<file path="src/rtl/muldiv_pkg.sv">
// Shared types and constants for the iterative multiply/divide unit.
package muldiv_pkg;

  typedef enum logic [1:0] {
    OP_MULT  = 2'b00,
    OP_MULTU = 2'b01,
    OP_DIV   = 2'b10,
    OP_DIVU  = 2'b11
  } op_t;

  typedef enum logic [1:0] {
    IDLE   = 2'b00,
    CALC   = 2'b01,
    FINISH = 2'b10
  } state_t;

  localparam int MIN_WIDTH = 4;

endpackage

</file>
<file path="src/rtl/muldiv_if.sv">
// Request/result bundle between the issuing stage (master) and muldiv_unit (slave).
interface muldiv_if
  import muldiv_pkg::*;
#(
  parameter int WIDTH = 32
) ();

  logic             start;
  op_t              op;
  logic [WIDTH-1:0] operand_a;
  logic [WIDTH-1:0] operand_b;
  logic             busy;
  logic             done;
  logic             err;
  logic [WIDTH-1:0] hi;
  logic [WIDTH-1:0] lo;

  modport master (
    output start, op, operand_a, operand_b,
    input  busy, done, err, hi, lo
  );

  modport slave (
    input  start, op, operand_a, operand_b,
    output busy, done, err, hi, lo
  );

endinterface

</file>
<file path="src/rtl/muldiv_div_core.sv">
// Restoring-division step on magnitudes plus final sign fix / divide-by-zero mapping.
// Purely combinational; the iteration registers live in muldiv_unit.
module muldiv_div_core #(
  parameter int WIDTH = 32
) (
  input  logic             is_signed,
  input  logic [WIDTH-1:0] dividend,
  input  logic [WIDTH-1:0] divisor,
  input  logic [WIDTH-1:0] rem_in,
  input  logic [WIDTH-1:0] quo_in,
  output logic [WIDTH-1:0] rem_next,
  output logic [WIDTH-1:0] quo_next,
  output logic [WIDTH-1:0] hi_res,
  output logic [WIDTH-1:0] lo_res,
  output logic             err_res
);

  logic [WIDTH-1:0] d_mag;
  logic [WIDTH:0]   shifted;
  logic [WIDTH:0]   diff;
  logic             neg_q;
  logic             neg_r;

  always_comb begin
    d_mag   = (is_signed && divisor[WIDTH-1]) ? -divisor : divisor;
    shifted = {rem_in, quo_in[WIDTH-1]};
    diff    = shifted - {1'b0, d_mag};
    // Remainder stays below the divisor, so a set top bit of diff means borrow.
    if (diff[WIDTH]) begin
      rem_next = shifted[WIDTH-1:0];
      quo_next = {quo_in[WIDTH-2:0], 1'b0};
    end else begin
      rem_next = diff[WIDTH-1:0];
      quo_next = {quo_in[WIDTH-2:0], 1'b1};
    end

    neg_q = is_signed && (dividend[WIDTH-1] ^ divisor[WIDTH-1]);
    neg_r = is_signed && dividend[WIDTH-1];
    if (divisor == '0) begin
      lo_res  = '1;
      hi_res  = dividend;
      err_res = 1'b1;
    end else begin
      lo_res  = neg_q ? -quo_in : quo_in;
      hi_res  = neg_r ? -rem_in : rem_in;
      err_res = 1'b0;
    end
  end

endmodule

</file>
<file path="src/rtl/muldiv_unit.sv">
// Iterative one-bit-per-cycle MULT/MULTU/DIV/DIVU; WIDTH+1 cycle latency, start ignored while busy (no queue).
// Divider present only with MULDIV_DIV_EN defined; otherwise div ops complete with err=1 and zero results.
module muldiv_unit
  import muldiv_pkg::*;
#(
  parameter int WIDTH = 32
) (
  input  logic     clock,
  input  logic     reset,
  muldiv_if.slave  bus
);

  localparam int CW = $clog2(WIDTH + 1);

  state_t           state;
  logic [CW-1:0]    count;
  op_t              op_q;
  logic [WIDTH-1:0] a_q;
  logic [WIDTH:0]   acc;
  logic [WIDTH-1:0] lo_q;
  logic             q_1;

  logic [WIDTH:0]   acc_next;
  logic [WIDTH-1:0] lo_next;
  logic             q1_next;
  logic [WIDTH:0]   sum;
  logic [WIDTH-1:0] load_lo;

`ifdef MULDIV_DIV_EN
  logic [WIDTH-1:0] b_q;
  logic [WIDTH-1:0] rem_next;
  logic [WIDTH-1:0] quo_next;
  logic [WIDTH-1:0] div_hi;
  logic [WIDTH-1:0] div_lo;
  logic             div_err;

  muldiv_div_core #(.WIDTH(WIDTH)) u_div_core (
    .is_signed (op_q == OP_DIV),
    .dividend  (a_q),
    .divisor   (b_q),
    .rem_in    (acc[WIDTH-1:0]),
    .quo_in    (lo_q),
    .rem_next  (rem_next),
    .quo_next  (quo_next),
    .hi_res    (div_hi),
    .lo_res    (div_lo),
    .err_res   (div_err)
  );

  // Division shifts the dividend magnitude out of lo_q; multiply keeps the multiplier there.
  always_comb begin
    load_lo = bus.operand_b;
    if (bus.op == OP_DIV)
      load_lo = bus.operand_a[WIDTH-1] ? -bus.operand_a : bus.operand_a;
    else if (bus.op == OP_DIVU)
      load_lo = bus.operand_a;
  end
`else
  always_comb load_lo = bus.operand_b;
`endif

  // acc carries one guard bit: Booth sign for MULT, carry-out for MULTU.
  always_comb begin
    sum      = acc;
    acc_next = acc;
    lo_next  = lo_q;
    q1_next  = q_1;
    case (op_q)
      OP_MULT: begin
        case ({lo_q[0], q_1})
          2'b01:   sum = acc + {a_q[WIDTH-1], a_q};
          2'b10:   sum = acc - {a_q[WIDTH-1], a_q};
          default: sum = acc;
        endcase
        {acc_next, lo_next} = {sum[WIDTH], sum, lo_q[WIDTH-1:1]};
        q1_next = lo_q[0];
      end
      OP_MULTU: begin
        sum = lo_q[0] ? acc + {1'b0, a_q} : acc;
        {acc_next, lo_next} = {1'b0, sum, lo_q[WIDTH-1:1]};
      end
      default: begin
`ifdef MULDIV_DIV_EN
        acc_next = {1'b0, rem_next};
        lo_next  = quo_next;
`endif
      end
    endcase
  end

  always_ff @(posedge clock) begin
    if (reset) begin
      state    <= IDLE;
      count    <= '0;
      op_q     <= OP_MULT;
      a_q      <= '0;
      acc      <= '0;
      lo_q     <= '0;
      q_1      <= 1'b0;
      bus.busy <= 1'b0;
      bus.done <= 1'b0;
      bus.err  <= 1'b0;
      bus.hi   <= '0;
      bus.lo   <= '0;
`ifdef MULDIV_DIV_EN
      b_q      <= '0;
`endif
    end else begin
      bus.done <= 1'b0;
      case (state)
        IDLE: begin
          if (bus.start) begin
            op_q     <= bus.op;
            a_q      <= bus.operand_a;
            acc      <= '0;
            lo_q     <= load_lo;
            q_1      <= 1'b0;
            count    <= CW'(WIDTH);
            bus.busy <= 1'b1;
            state    <= CALC;
`ifdef MULDIV_DIV_EN
            b_q      <= bus.operand_b;
`endif
          end
        end
        CALC: begin
          acc   <= acc_next;
          lo_q  <= lo_next;
          q_1   <= q1_next;
          count <= count - CW'(1);
          if (count == CW'(1))
            state <= FINISH;
        end
        FINISH: begin
          if (op_q == OP_MULT || op_q == OP_MULTU) begin
            bus.hi  <= acc[WIDTH-1:0];
            bus.lo  <= lo_q;
            bus.err <= 1'b0;
          end else begin
`ifdef MULDIV_DIV_EN
            bus.hi  <= div_hi;
            bus.lo  <= div_lo;
            bus.err <= div_err;
`else
            bus.hi  <= '0;
            bus.lo  <= '0;
            bus.err <= 1'b1;
`endif
          end
          bus.done <= 1'b1;
          bus.busy <= 1'b0;
          state    <= IDLE;
        end
        default: state <= IDLE;
      endcase
    end
  end

endmodule
</file>
<file path="src/flat_wrapper.sv">
// flat-port wrapper written by rule: the top's interface ports become plain ports
module muldiv_unit_flat import muldiv_pkg::*;
#(
  parameter int WIDTH = 32
)
  (clock, reset, bus_start, bus_op, bus_operand_a, bus_operand_b, bus_busy, bus_done, bus_err, bus_hi, bus_lo);
  muldiv_if #(.WIDTH(WIDTH)) bus_i ();
  input  logic clock;
  input  logic reset;
  input wire logic [$bits(bus_i.start)-1:0] bus_start;
  input wire logic [$bits(bus_i.op)-1:0] bus_op;
  input wire logic [$bits(bus_i.operand_a)-1:0] bus_operand_a;
  input wire logic [$bits(bus_i.operand_b)-1:0] bus_operand_b;
  output wire logic [$bits(bus_i.busy)-1:0] bus_busy;
  output wire logic [$bits(bus_i.done)-1:0] bus_done;
  output wire logic [$bits(bus_i.err)-1:0] bus_err;
  output wire logic [$bits(bus_i.hi)-1:0] bus_hi;
  output wire logic [$bits(bus_i.lo)-1:0] bus_lo;
  assign bus_i.start = bus_start;
  assign bus_i.op = bus_op;
  assign bus_i.operand_a = bus_operand_a;
  assign bus_i.operand_b = bus_operand_b;
  assign bus_busy = bus_i.busy;
  assign bus_done = bus_i.done;
  assign bus_err = bus_i.err;
  assign bus_hi = bus_i.hi;
  assign bus_lo = bus_i.lo;
  muldiv_unit #(.WIDTH(WIDTH)) u_core (.clock(clock), .reset(reset), .bus(bus_i));
endmodule
</file>
<file path="config.mk">
export PLATFORM = sky130hd
export DESIGN_NAME = muldiv_unit_flat
export DESIGN_NICKNAME = d
export VERILOG_FILES = /design/src/rtl/muldiv_pkg.sv /design/src/rtl/muldiv_if.sv /design/src/rtl/muldiv_div_core.sv /design/src/rtl/muldiv_unit.sv /design/src/flat_wrapper.sv
export SDC_FILE = /design/constraint.sdc
export NUM_CORES = 1
export LEC_CHECK = 0
export BUFFER_PORTS_ARGS = -buffer_cell sky130_fd_sc_hd__clkbuf_2
export CORE_MARGIN = 2
export CORE_UTILIZATION = 54
export DETAILED_ROUTE_END_ITERATION = 8
export PLACE_DENSITY = 0.83
export SYNTH_ARGS = -nofsm -noshare
export SYNTH_HDL_FRONTEND = slang
export SYNTH_HIERARCHICAL = 1
export SYNTH_SLANG_ARGS = --single-unit
export TNS_END_PERCENT = 20
</file>
<file path="constraint.sdc">
create_clock -name clock -period 4.15 [get_ports clock]
set_input_delay 0 -clock clock [delete_from_list [all_inputs] [get_ports clock]]
set_output_delay 0 -clock clock [all_outputs]
set_load 0.02 [all_outputs]
</file>
==> results.json <==
{
  "syn-cell-area_mm2": 0.0113,
  "min-delay-start": "reset",
  "r2r-end": "u_core/acc[29]",
  "average_size_of_a_mapped_cell_um2": 7.58,
  "tritoncts_clock_tree": "done",
  "numCtsBuffers": 17,
  "critical_path_sink_type": "flip-flop",
  "die_h_um": 149,
  "numClockSinks": 175,
  "worst_pin_slew_ns": 1.13,
  "grt_setup_unrepaired": "true",
  "die_w_um": 149,
  "synth_sequential_area_ratio": 0.309,
  "r2r_slack_ns": 0.07,
  "clock-skew-final_ns": 0.0124,
  "area_growth_pct": 23.6,
  "cts_root_buf": "sky130_fd_sc_hd__clkbuf_16",
  "dpl-instance-area_mm2": 0.0126,
  "die_area_mm2": 0.0221,
  "post_synth_mux_area_share": 0.00829,
  "stdcell_count": 1987,
  "synth.distinct_cells": 73,
  "worstSetupStartpointType": "flip-flop",
  "ant_nets": 0,
  "ctsHtreeMaxLevel": 4,
  "ys_ff_latch": 175,
  "synth-async-reset-ratio": 0,
  "floorplan.rows": 52,
  "antenna_cells_inserted": 0,
  "fmax_mhz": 245,
  "worst_hold_path_type": "in2reg",
  "crit_path_max_fanout": 6,
  "slowest_delay_ns": 0.57,
  "syn-instance-count": 1494,
  "r2r_start": "u_core/a_q[2]",
  "most_frequent_standard_cell_in_the_layout_excluding_fill_and_tap_cells": "sky130_fd_sc_hd__a21oi_1",
  "post_drt_via_cell_ratio": 6.21,
  "layout.cells.most_common_list": "sky130_fd_sc_hd__a21oi_1, sky130_fd_sc_hd__nand2_1, sky130_fd_sc_hd__nor2_1",
  "numPortBuffers": 135,
  "netlist.area_leader.share": 0.309,
  "clockBufferDepth": 2,
  "synth_edf_count": 0,
  "path_common_cell": "sky130_fd_sc_hd__o21ai_0",
  "holdWs_ns": 0.0702,
  "drcViolationCount": 0,
  "floorplan.core_area_mm2": 0.0204,
  "crit_path_start": "u_core/a_q[2]",
  "final_gp_congestion": 0.943,
  "grtUsageTotal": 0.328,
  "post_route_cells_drive_above_1_share": 0.172,
  "crit_arrival_ns": 4.47,
  "cp-endpoint": "u_core/acc[29]",
  "grt_pass1_wl_mm": 58.5,
  "design.final.nets": 1843,
  "worstSetupPathType": "reg2reg",
  "synth.largest_area_cell": "sky130_fd_sc_hd__dfxtp_1",
  "synthFlopType": "sky130_fd_sc_hd__dfxtp_1",
  "synth_compound_area_frac": 0.260,
  "power.density_cell_area_mw_per_mm2": 369,
  "timing.final.crit_period_ns": 4.08,
  "layout.filler_cells": 1609,
  "crit_path_top_delay_cell": "sky130_fd_sc_hd__or4_4",
  "routedWlPerCell_um": 18.6,
  "run_status": "complete, no violations",
  "power.ir.vdd_worst_mv": 0.293,
  "synth.net_count": 1633,
  "synth_top_family_by_area": "compound AO/OA/AOI/OAI gates",
  "clkSlewWorstSetupHoldPaths_ns": 0.08,
  "timing.critical_path.cells": "or4_4 -> nor2_4 -> nand2_1 -> nor4_2 -> buf_4 -> a21o_4 -> o21ai_0 -> xnor2_1 -> ha_1 -> a21oi_1 -> o21a_1 -> o2bb2ai_1 -> o21bai_2 -> nor2b_2 -> o211ai_1 -> mux2_2 -> o21ai_0 -> o211a_1",
  "post_synth_and_or_nand_nor_area_fraction": 0.242,
  "synth_top_cells_by_area": "sky130_fd_sc_hd__dfxtp_1, sky130_fd_sc_hd__a21oi_1, sky130_fd_sc_hd__ha_1",
  "pin_count_of_the_biggest_net_entering_global_routing": 100,
  "post-route-cell-area_mm2": 0.0140,
  "max_cap_violations": 0,
  "via_count_of_the_first_global_routing_pass": 11464,
  "register_area_mm2": 0.00351,
  "wirelength_mm": 36.9,
  "post_route_clock_period_utilization": 0.982,
  "finalMaxSlewViolations": 0,
  "synthXorXnorAreaFrac": 0.0604,
  "grt_antenna_before_repair": 0,
  "top_level_ports": 136,
  "drt-initial-drc-count": 1286,
  "initial_standard_cell_utilization_of_the_core": 0.554,
  "worstSkewPairLatency_ns": 0.45,
  "yosys_warnings": 6,
  "setup_violation_total_in_the_final_timing_report": 0,
  "worst_r2r_path_depth": 18,
  "drt_pass1_iterations": 9,
  "post-place-cells": 1886,
  "multi_input_comb_area_mm2": 0.00746,
  "critPathRequiredTime_ns": 4.54,
  "leakage_nw": 5.87,
  "synth_adder_area_share": 0.0787,
  "finalHoldViolCount": 0,
  "detailroute.via_count": 12333,
  "max-slew-margin-rel": 0.244,
  "grt_overflow": 0,
  "hpwl_mm": 24.4
}
## logic make-up after synthesis
| kind of cell | Yosys count |
|---|---|
| AOI/OAI and AO/OA | 468 |
| xor gates and xnor gates | 78 |
| adders and majority gates | 70 |
| buffers and inverters | 124 |
| DFF | 175 |
| muxes | 9 |
| and+or+nand+nor | 570 |
## where the power goes
group	leakage (nW)	switching (mW)	internal [mW]	total [mW]
Clock	0.288	0.831	0.822	1.65
Sequential	1.43	0.112	1.77	1.88
Combinational	4.15	0.946	0.684	1.63
Total	5.87	1.89	3.27	5.16
## through the flow
| step | setup WS [ns] | total power, mW | setup TNS [ns] | util |
|---|---|---|---|---|
| finish | 0.0740 | 5.16 | 0 | 0.685 |
| global route | -0.0589 | 5.38 | -0.180 | 0.685 |
| CTS | 0.0295 | 5.08 | 0 | 0.680 |
| detailed placement | -0.0246 | 3.39 | -0.0452 | 0.617 |
| global placement | 0.0695 | 3.37 | 0 | 0.617 |
| floorplan | 0.113 | 2.89 | 0 | - |
## registers in the layout, indices dropped and copies added, names as in the netlist
register / flops
u_core/count: 6
u_core/lo_q: 32
u_core/acc: 33
u_core/bus.done: 1
u_core/q_1: 1
u_core/bus.err: 1
u_core/a_q: 32
u_core/bus.busy: 1
u_core/bus.hi: 32
u_core/state: 2
u_core/op_q: 2
u_core/bus.lo: 32
## worst max-delay path, delay by kind of cell (launching register included)
kind / cells / cell delay, ns
compound gates: 9 / 1.56
simple gates: 5 / 1.10
mux: 1 / 0.37
fa+ha+maj: 1 / 0.34
flops: 1 / 0.31
buf+inv: 1 / 0.18
xor+xnor: 1 / 0.15
## cell usage after synthesis, types with 5 or more instances
cell	number
sky130_fd_sc_hd__ha_1	68
sky130_fd_sc_hd__and3_1	5
sky130_fd_sc_hd__o21ai_0	72
sky130_fd_sc_hd__nor2_1	174
sky130_fd_sc_hd__or3_1	6
sky130_fd_sc_hd__xnor2_1	62
sky130_fd_sc_hd__o21bai_1	9
sky130_fd_sc_hd__nand3_1	19
sky130_fd_sc_hd__a211oi_1	15
sky130_fd_sc_hd__nor3_1	23
sky130_fd_sc_hd__o21a_1	9
sky130_fd_sc_hd__a21o_1	31
sky130_fd_sc_hd__nor2b_1	10
sky130_fd_sc_hd__inv_1	31
sky130_fd_sc_hd__o211ai_1	17
sky130_fd_sc_hd__a31oi_1	13
sky130_fd_sc_hd__dfxtp_1	175
sky130_fd_sc_hd__nor4_1	10
sky130_fd_sc_hd__xor2_1	16
sky130_fd_sc_hd__o221ai_1	7
sky130_fd_sc_hd__a311oi_1	35
sky130_fd_sc_hd__clkbuf_1	85
sky130_fd_sc_hd__a21oi_1	199
sky130_fd_sc_hd__nand2b_1	17
sky130_fd_sc_hd__a32o_1	5
sky130_fd_sc_hd__nand2_1	197
sky130_fd_sc_hd__nor3b_1	65
sky130_fd_sc_hd__nand4_1	13
sky130_fd_sc_hd__mux2i_1	6
sky130_fd_sc_hd__buf_1	5
sky130_fd_sc_hd__or4_1	6
## how the worst min path moves through the flow
stage	cells after the start	slack, ns	endpoint
floorplan	2	0.14	u_core/a_q[21]
global placement	3	0.22	u_core/a_q[9]
detailed placement	3	0.23	u_core/a_q[29]
CTS	2	0.08	u_core/bus.hi[23]
global route	2	0.11	u_core/count[0]
finish	2	0.07	u_core/bus.hi[23]
## timing repair
item	CTS	global route
hold endpoints to repair	67	0
resized for setup	3	24
pin swaps	0	6
buffers inserted	0	2
hold buffers	67	0
setup endpoints to repair	4	13
## layout make-up
class                   instances  share of cell area
clock buffers                  17              0.0304
clock inverters                15              0.0128
inverters                      31             0.00832
multi-input cells            1195               0.533
flip-flops and latches        175               0.251
well taps                     270              0.0241
repair buffers                284               0.140
## layer usage
metal | wire length (µm) | up-vias | GRT usage
met3 | 3860 | 110 | 0.0743
li1 | - | 5813 | -
met2 | 16600 | 700 | 0.528
met1 | 15200 | 5710 | 0.436
met5 | 0 | - | 0
met4 | 1270 | 0 | 0.115
Note: power is estimated with default switching activity, not from simulation.
